**config.mk**
```make
export PLATFORM = sky130hd
export DESIGN_NAME = ds_bypass_stage_flat
export DESIGN_NICKNAME = d
export VERILOG_FILES = /design/src/rtl/ds_bypass_stage_if.sv /design/src/rtl/ds_bypass_stage.sv /design/src/flat_wrapper.sv
export SDC_FILE = /design/constraint.sdc
export NUM_CORES = 2
export LEC_CHECK = 0
export BUFFER_PORTS_ARGS = -buffer_cell sky130_fd_sc_hd__buf_2
export CAP_MARGIN = 20
export CORE_MARGIN = 10
export CORE_UTILIZATION = 50
export CTS_CLUSTER_DIAMETER = 40
export CTS_CLUSTER_SIZE = 8
export DETAILED_ROUTE_END_ITERATION = 16
export PLACE_DENSITY = 0.72
export SYNTH_ARGS = -nofsm -noshare
export SYNTH_HDL_FRONTEND = slang
export SYNTH_SLANG_ARGS = --single-unit
```
**constraint.sdc**
```tcl
create_clock -name clk -period 10 [get_ports clk]
set_clock_uncertainty 0.2 [all_clocks]
set_input_delay 2 -clock clk [delete_from_list [all_inputs] [get_ports clk]]
set_output_delay 2 -clock clk [all_outputs]
set_load 0.005 [all_outputs]
```
**src/rtl/ds_bypass_stage_if.sv**
```systemverilog
// Fetch-to-decode and decode-to-execute handshake bundle for ds_bypass_stage.
// The decode stage sits on the slave modport and the surrounding pipeline on the master modport.
interface ds_bypass_stage_if #(
    parameter int DATA_W = 32,
    parameter int NRD    = 2,
    parameter int PAY_W  = 64
);
    logic                    fs_to_ds_valid;
    logic                    ds_allowin;
    logic [PAY_W-1:0]        fs_to_ds_bus;
    logic                    es_allowin;
    logic                    ds_to_es_valid;
    logic [PAY_W-1:0]        ds_to_es_payload;
    logic [NRD*DATA_W-1:0]   ds_to_es_operands;

    modport slave (
        input  fs_to_ds_valid,
        input  fs_to_ds_bus,
        input  es_allowin,
        output ds_allowin,
        output ds_to_es_valid,
        output ds_to_es_payload,
        output ds_to_es_operands
    );

    modport master (
        output fs_to_ds_valid,
        output fs_to_ds_bus,
        output es_allowin,
        input  ds_allowin,
        input  ds_to_es_valid,
        input  ds_to_es_payload,
        input  ds_to_es_operands
    );
endinterface

```
**src/rtl/ds_bypass_stage.sv**
```systemverilog
// Decode-stage pipeline register with register file, multi-source operand bypass,
// load-use interlock, flush and a saturating stall-cycle counter.
module ds_bypass_stage #(
    parameter int DATA_W = 32,
    parameter int AW     = 5,
    parameter int NRD    = 2,
    parameter int NFWD   = 3,
    parameter int PAY_W  = 64
) (
    input  logic                   clk,
    input  logic                   reset,
    ds_bypass_stage_if.slave       pipe,
    output logic [PAY_W-1:0]       ds_payload,
    input  logic [NRD*AW-1:0]      ds_src_addr,
    input  logic [NRD-1:0]         ds_src_need,
    input  logic                   flush,
    input  logic [NFWD-1:0]        fwd_we,
    input  logic [NFWD*AW-1:0]     fwd_waddr,
    input  logic [NFWD*DATA_W-1:0] fwd_wdata,
    input  logic [NFWD-1:0]        fwd_ready,
    input  logic                   rf_we,
    input  logic [AW-1:0]          rf_waddr,
    input  logic [DATA_W-1:0]      rf_wdata,
    output logic [31:0]            stall_cnt
);
    localparam int NREG = 1 << AW;

    logic              r_ds_valid;
    logic [PAY_W-1:0]  r_payload;
    logic [DATA_W-1:0] r_rf [NREG];
    logic [31:0]       r_stall_cnt;

    logic [NRD-1:0]    w_port_stall;
    logic              w_stall;
    logic              w_ready_go;
    logic              w_allowin;

    genvar gi;
    generate
        for (gi = 0; gi < NRD; gi++) begin : g_port
            logic [AW-1:0]     w_addr;
            logic [DATA_W-1:0] w_opnd;
            logic              w_sel_ready;

            assign w_addr = ds_src_addr[gi*AW +: AW];

            // Sources are scanned oldest-first so the youngest match wins, readiness included.
            always_comb begin
                w_opnd      = r_rf[w_addr];
                w_sel_ready = 1'b1;
                if (rf_we && (rf_waddr == w_addr)) begin
                    w_opnd = rf_wdata;
                end
                for (int j = NFWD - 1; j >= 0; j--) begin
                    if (fwd_we[j] && (fwd_waddr[j*AW +: AW] == w_addr)) begin
                        w_opnd      = fwd_wdata[j*DATA_W +: DATA_W];
                        w_sel_ready = fwd_ready[j];
                    end
                end
                if (w_addr == '0) begin
                    w_opnd      = '0;
                    w_sel_ready = 1'b1;
                end
            end

            assign pipe.ds_to_es_operands[gi*DATA_W +: DATA_W] = w_opnd;
            assign w_port_stall[gi] = ds_src_need[gi] & ~w_sel_ready;
        end
    endgenerate

    assign w_stall    = |w_port_stall;
    assign w_ready_go = ~w_stall;
    assign w_allowin  = ~r_ds_valid | (w_ready_go & pipe.es_allowin);

    assign pipe.ds_allowin       = w_allowin;
    assign pipe.ds_to_es_valid   = r_ds_valid & w_ready_go & ~flush;
    assign pipe.ds_to_es_payload = r_payload;
    assign ds_payload            = r_payload;
    assign stall_cnt             = r_stall_cnt;

    always_ff @(posedge clk) begin
        if (reset) begin
            r_ds_valid <= 1'b0;
            r_payload  <= '0;
        end else begin
            if (flush) begin
                r_ds_valid <= 1'b0;
            end else if (w_allowin) begin
                r_ds_valid <= pipe.fs_to_ds_valid;
            end
            if (pipe.fs_to_ds_valid && w_allowin) begin
                r_payload <= pipe.fs_to_ds_bus;
            end
        end
    end

    // A flushed cycle is not counted even if the killed instruction was stalled.
    always_ff @(posedge clk) begin
        if (reset) begin
            r_stall_cnt <= '0;
        end else if (r_ds_valid && w_stall && !flush && (r_stall_cnt != 32'hFFFF_FFFF)) begin
            r_stall_cnt <= r_stall_cnt + 32'd1;
        end
    end

    always_ff @(posedge clk) begin
        if (reset) begin
            for (int k = 0; k < NREG; k++) begin
                r_rf[k] <= '0;
            end
        end else if (rf_we && (rf_waddr != '0)) begin
            r_rf[rf_waddr] <= rf_wdata;
        end
    end
endmodule

```
**src/flat_wrapper.sv**
```systemverilog
// flat-port wrapper written by rule: the top's interface ports become plain ports
module ds_bypass_stage_flat 
#(
    parameter int DATA_W = 32,
    parameter int AW     = 5,
    parameter int NRD    = 2,
    parameter int NFWD   = 3,
    parameter int PAY_W  = 64
)
  (clk, reset, ds_payload, ds_src_addr, ds_src_need, flush, fwd_we, fwd_waddr, fwd_wdata, fwd_ready, rf_we, rf_waddr, rf_wdata, stall_cnt, pipe_fs_to_ds_valid, pipe_fs_to_ds_bus, pipe_es_allowin, pipe_ds_allowin, pipe_ds_to_es_valid, pipe_ds_to_es_payload, pipe_ds_to_es_operands);
  ds_bypass_stage_if #(.DATA_W(DATA_W), .NRD(NRD), .PAY_W(PAY_W)) pipe_i ();
  input  logic clk;
  input  logic reset;
  output logic [PAY_W-1:0] ds_payload;
  input  logic [NRD*AW-1:0] ds_src_addr;
  input  logic [NRD-1:0] ds_src_need;
  input  logic flush;
  input  logic [NFWD-1:0] fwd_we;
  input  logic [NFWD*AW-1:0] fwd_waddr;
  input  logic [NFWD*DATA_W-1:0] fwd_wdata;
  input  logic [NFWD-1:0] fwd_ready;
  input  logic rf_we;
  input  logic [AW-1:0] rf_waddr;
  input  logic [DATA_W-1:0] rf_wdata;
  output logic [31:0] stall_cnt;
  input wire logic [$bits(pipe_i.fs_to_ds_valid)-1:0] pipe_fs_to_ds_valid;
  input wire logic [$bits(pipe_i.fs_to_ds_bus)-1:0] pipe_fs_to_ds_bus;
  input wire logic [$bits(pipe_i.es_allowin)-1:0] pipe_es_allowin;
  output wire logic [$bits(pipe_i.ds_allowin)-1:0] pipe_ds_allowin;
  output wire logic [$bits(pipe_i.ds_to_es_valid)-1:0] pipe_ds_to_es_valid;
  output wire logic [$bits(pipe_i.ds_to_es_payload)-1:0] pipe_ds_to_es_payload;
  output wire logic [$bits(pipe_i.ds_to_es_operands)-1:0] pipe_ds_to_es_operands;
  assign pipe_i.fs_to_ds_valid = pipe_fs_to_ds_valid;
  assign pipe_i.fs_to_ds_bus = pipe_fs_to_ds_bus;
  assign pipe_i.es_allowin = pipe_es_allowin;
  assign pipe_ds_allowin = pipe_i.ds_allowin;
  assign pipe_ds_to_es_valid = pipe_i.ds_to_es_valid;
  assign pipe_ds_to_es_payload = pipe_i.ds_to_es_payload;
  assign pipe_ds_to_es_operands = pipe_i.ds_to_es_operands;
  ds_bypass_stage #(.DATA_W(DATA_W), .AW(AW), .NRD(NRD), .NFWD(NFWD), .PAY_W(PAY_W)) u_core (.clk(clk), .reset(reset), .pipe(pipe_i), .ds_payload(ds_payload), .ds_src_addr(ds_src_addr), .ds_src_need(ds_src_need), .flush(flush), .fwd_we(fwd_we), .fwd_waddr(fwd_waddr), .fwd_wdata(fwd_wdata), .fwd_ready(fwd_ready), .rf_we(rf_we), .rf_waddr(rf_waddr), .rf_wdata(rf_wdata), .stall_cnt(stall_cnt));
endmodule
```
==> reports/results.txt <==
The flow ran to the end, and the final reports show no timing, DRC or antenna violations. The register area was 0.0327 mm^2. The floorplan has 127 rows. Cell with the most instances after synthesis: sky130_fd_sc_hd__edfxtp_1.

The critical path goes through clkbuf_8, buf_4, xor2_1, nor4_1, nand3_4, o21ai_0, o21ai_1, buf_2. STA classifies the critical path endpoint as an output pin. During synthesis, Yosys emitted a total of 0 warnings.

In this run, distinct cell masters in the synthesized netlist total 58. The slew at the pin with the worst max-slew slack is 1240 ps. By count the netlist is led by 1024 x sky130_fd_sc_hd__edfxtp_1, 998 x sky130_fd_sc_hd__and2_1, 608 x sky130_fd_sc_hd__mux4_2, 330 x sky130_fd_sc_hd__clkbuf_1, 131 x sky130_fd_sc_hd__nor2_1. Summed over all nets, wire length on met2 after detailed routing comes to 95.8 mm. The clock drives 1121 sinks.

Post-CTS repair changed the size of 0 cells. The HPWL after detailed placement is 129 mm. TritonCTS built the clock tree. The global-route total usage across every layer is 0.299. TritonCTS created 177 clock buffers. The floorplan step set the die height to 369 um. The run gives 208 mm as the total routed wirelength. Uppermost metal layer occupied by signal nets: met4. The total area inside the core boundary comes to 0.120 mm^2. The xor/xnor share of the synthesized area came out at 0.00763. The pre-CTS worst setup slack is 2310 ps. The layout overhead on the synthesized area works out to 14.8%. The run gives 0.505 as the initial core utilization.

The area fraction of the dominant cell type after synthesis is 0.506, and the worst-case headroom to the max-slew limit is 0.173. Together, buffers and inverters on the worst path number 3. The dominant synthesized flop cell is sky130_fd_sc_hd__edfxtp_1.

In this run the clock root is driven by a sky130_fd_sc_hd__clkbuf_16. For the number of antenna violations at the first check in global routing, the log shows 23. Counting flops with a built-in enable in the synthesized netlist gives 1024.

For the maximum clock insertion buffer count, the log shows 3. Synthesis produced 4129 cells. The vias per cell was 6.71. The count of maximum capacitance violations was 0; the starting DRC count in detailed routing was 6123.

Of all nets on the critical path, the largest fanout is 64. In this run the tool buffered the top-level ports with 461 buffer cells. The post-synthesis area per instance was 14.7 um^2.

Setup repair after global routing left no endpoint under its margin. In this run the power density over the cells is 181 mW/mm^2. The clock-pin slew reported for the worst setup and hold paths after clock tree synthesis is 50 ps, and the leakage component of the power is 0.0250 uW. Entering global routing, the biggest net connects 116 pins. For this design, the slowest cell found on the critical path is sky130_fd_sc_hd__buf_4.

The kind of path behind the tightest hold check was flip-flop to flip-flop. The detailed router put a total of 71.1 mm of wire on met1. For this run, the slowest stage of the critical path takes 730 ps. The ratio of cells with drive above 1 in the final layout is 0.331. The kind of start point of the critical path is an input port. The required time at the worst-slack endpoint is 7800 ps.

The final setup slack of the worst path is 2250 ps, and the die width is 369 um. The minimum period implied by the final worst setup slack was 7750 ps. The startpoint-to-endpoint class of the critical path is input port to output pin. The area of the die is 0.136 mm^2. The post-synthesis compound-gate area fraction is 0.0390, and the via total after detailed routing is 41208. The arrival time of the worst setup path is 5550 ps, and the DRC violation count after routing is 0. The run gives 4 as the number of H-tree levels. Of all cell types, the one taking the most synthesized area is sky130_fd_sc_hd__edfxtp_1.

The number of detailed-routing iterations run before antenna repair came out at 9. The wire length of the first global-routing pass is 295 mm. Yosys attributes the largest share of cell area to sky130_fd_sc_hd__edfxtp_1 51%, sky130_fd_sc_hd__mux4_2 23%, sky130_fd_sc_hd__and2_1 10%. The sequential fraction of the synthesis area was 0.538; the number of fill cells in the layout was 9091. The logs give 0 for the number of hold-repair buffers added at the cts stage and 0 for the count of final hold-check violations. The simple-gate area share of the yosys netlist came out at 0.131.

Weighted congestion at the end of routability-driven global placement: 0.918. For the netlist area before placement, the log shows 0.0608 mm^2. By area, the combinational part of the netlist is dominated by multiplexers. Counting flops and latches in the post-synthesis netlist gives 1121. The tools report the worst-case vdd ir drop as 174 uV. Fraction of registers with async set/reset: 0. 462 I/O pins were placed.

The final count of pins violating max slew came out at 0. The maximum frequency from static timing analysis is 129 MHz, and the share of synthesized cell area in full adder, half adder and majority cells is 0.000206. In the final layout, the multi-input gates occupy 0.0264 mm^2.

The portion of the clock cycle consumed by the worst path in the final layout was 0.775; the wire length per cell after detailed routing was 33.8 um. In the final timing run, aggregate negative setup slack is 0 ps. At the end of the flow, the number of nets in the layout was 4655. Summed over all layers, the global routing overflow is 0. Setup violations remaining at the end of the flow were counted as 0. The number of global-route vias before repair is 41466, and the post-synthesis mux area share is 0.247. The routed length on met3 was 28.6 mm; the count of nets left with antenna violations after detail routing was 0. Clock latency on the worst-skew pair, taken at its later pin, is 790 ps. The gate family responsible for the most delay along the worst path was buffers and inverters. The tools report the number of buffers inserted by post-CTS setup repair as 0.
## final cells by class
cell class                 count  share of cell area
multi-input combinational   2538               0.378
antenna                       14            0.000502
sequential                  1121               0.468
tap                         1612              0.0289
timing repair buffer         576              0.0483
clock inverter                51             0.00826
inverter                       4            0.000233
clock buffer                 224              0.0670
## path summary, 6_finish.rpt
kind,from,to,slack (ps),cells past startpoint
worst max-delay path,ds_src_addr[2],pipe_ds_to_es_operands[30],2250,8
worst min-delay path,u_core.stall_cnt[23],u_core.stall_cnt[23],300,2
worst max register to register,u_core.stall_cnt[7],u_core.stall_cnt[15],6350,9
worst min register to register,u_core.stall_cnt[23],u_core.stall_cnt[23],300,2
## report_power, final
| group | switching (uW) | internal [uW] | total (uW) |
|---|---|---|---|
| Clock | 2160 | 3420 | 5580 |
| Sequential | 140 | 5380 | 5520 |
| Combinational | 871 | 667 | 1540 |
| Total | 3170 | 9460 | 12600 |
## through the flow
step / hold WS (ps) / std cells / cell area, um^2 / power [uW] / util
after floorplan: 280 / 4160 / 60900 / 6480 / -
after global routing: 344 / 6137 / 69800 / 12900 / 0.580
after detailed placement: 290 / 5848 / 64500 / 7090 / 0.536
final: 300 / 6140 / 69800 / 12600 / 0.580
after global placement: 273 / 5848 / 64500 / 7060 / 0.536
after CTS: 298 / 6123 / 69700 / 12600 / 0.580
## placed cells by master, fill, tap and decap left out, types with 41 or more instances in the layout
master,synthesis,routed
sky130_fd_sc_hd__nor2_1,131,100
sky130_fd_sc_hd__mux2i_1,129,129
sky130_fd_sc_hd__a222oi_1,64,64
sky130_fd_sc_hd__clkbuf_16,0,178
sky130_fd_sc_hd__clkbuf_1,330,41
sky130_fd_sc_hd__and2_1,998,998
sky130_fd_sc_hd__dfxtp_1,97,97
sky130_fd_sc_hd__o21ai_0,124,95
sky130_fd_sc_hd__a211oi_1,66,66
sky130_fd_sc_hd__buf_4,67,106
sky130_fd_sc_hd__buf_2,75,451
sky130_fd_sc_hd__edfxtp_1,1024,1024
sky130_fd_sc_hd__nand2_1,91,90
sky130_fd_sc_hd__mux4_2,608,608
## flip-flops by register name, indices dropped and copies added (netlist names)
name	flops
u_core.r_rf	1024
u_core.ds_payload	64
u_core.stall_cnt	32
u_core.r_ds_valid	1
## worst min-delay path, delay by kind of cell, from the launching register on
family          cells  cell delay, ps
flops               1             330
compound gates      2             120
## cell families (layout without fill, tap and decap cells)
family | Yosys count | after routing
simple gates | 1355 | 1355
flops | 1121 | 1121
mux | 742 | 742
buf+inv | 501 | 855
compound gates | 355 | 355
xor+xnor | 53 | 53
fa+ha+maj | 1 | 1
other cells | 1 | 46
## per-layer routing
layer	global-route usage	vias to the layer above
li1	-	16413
met1	0.370	20878
met2	0.460	3368
met3	0.0968	549
met4	0.173	0
met5	0.00178	-
(Power assumes the default switching activity.)
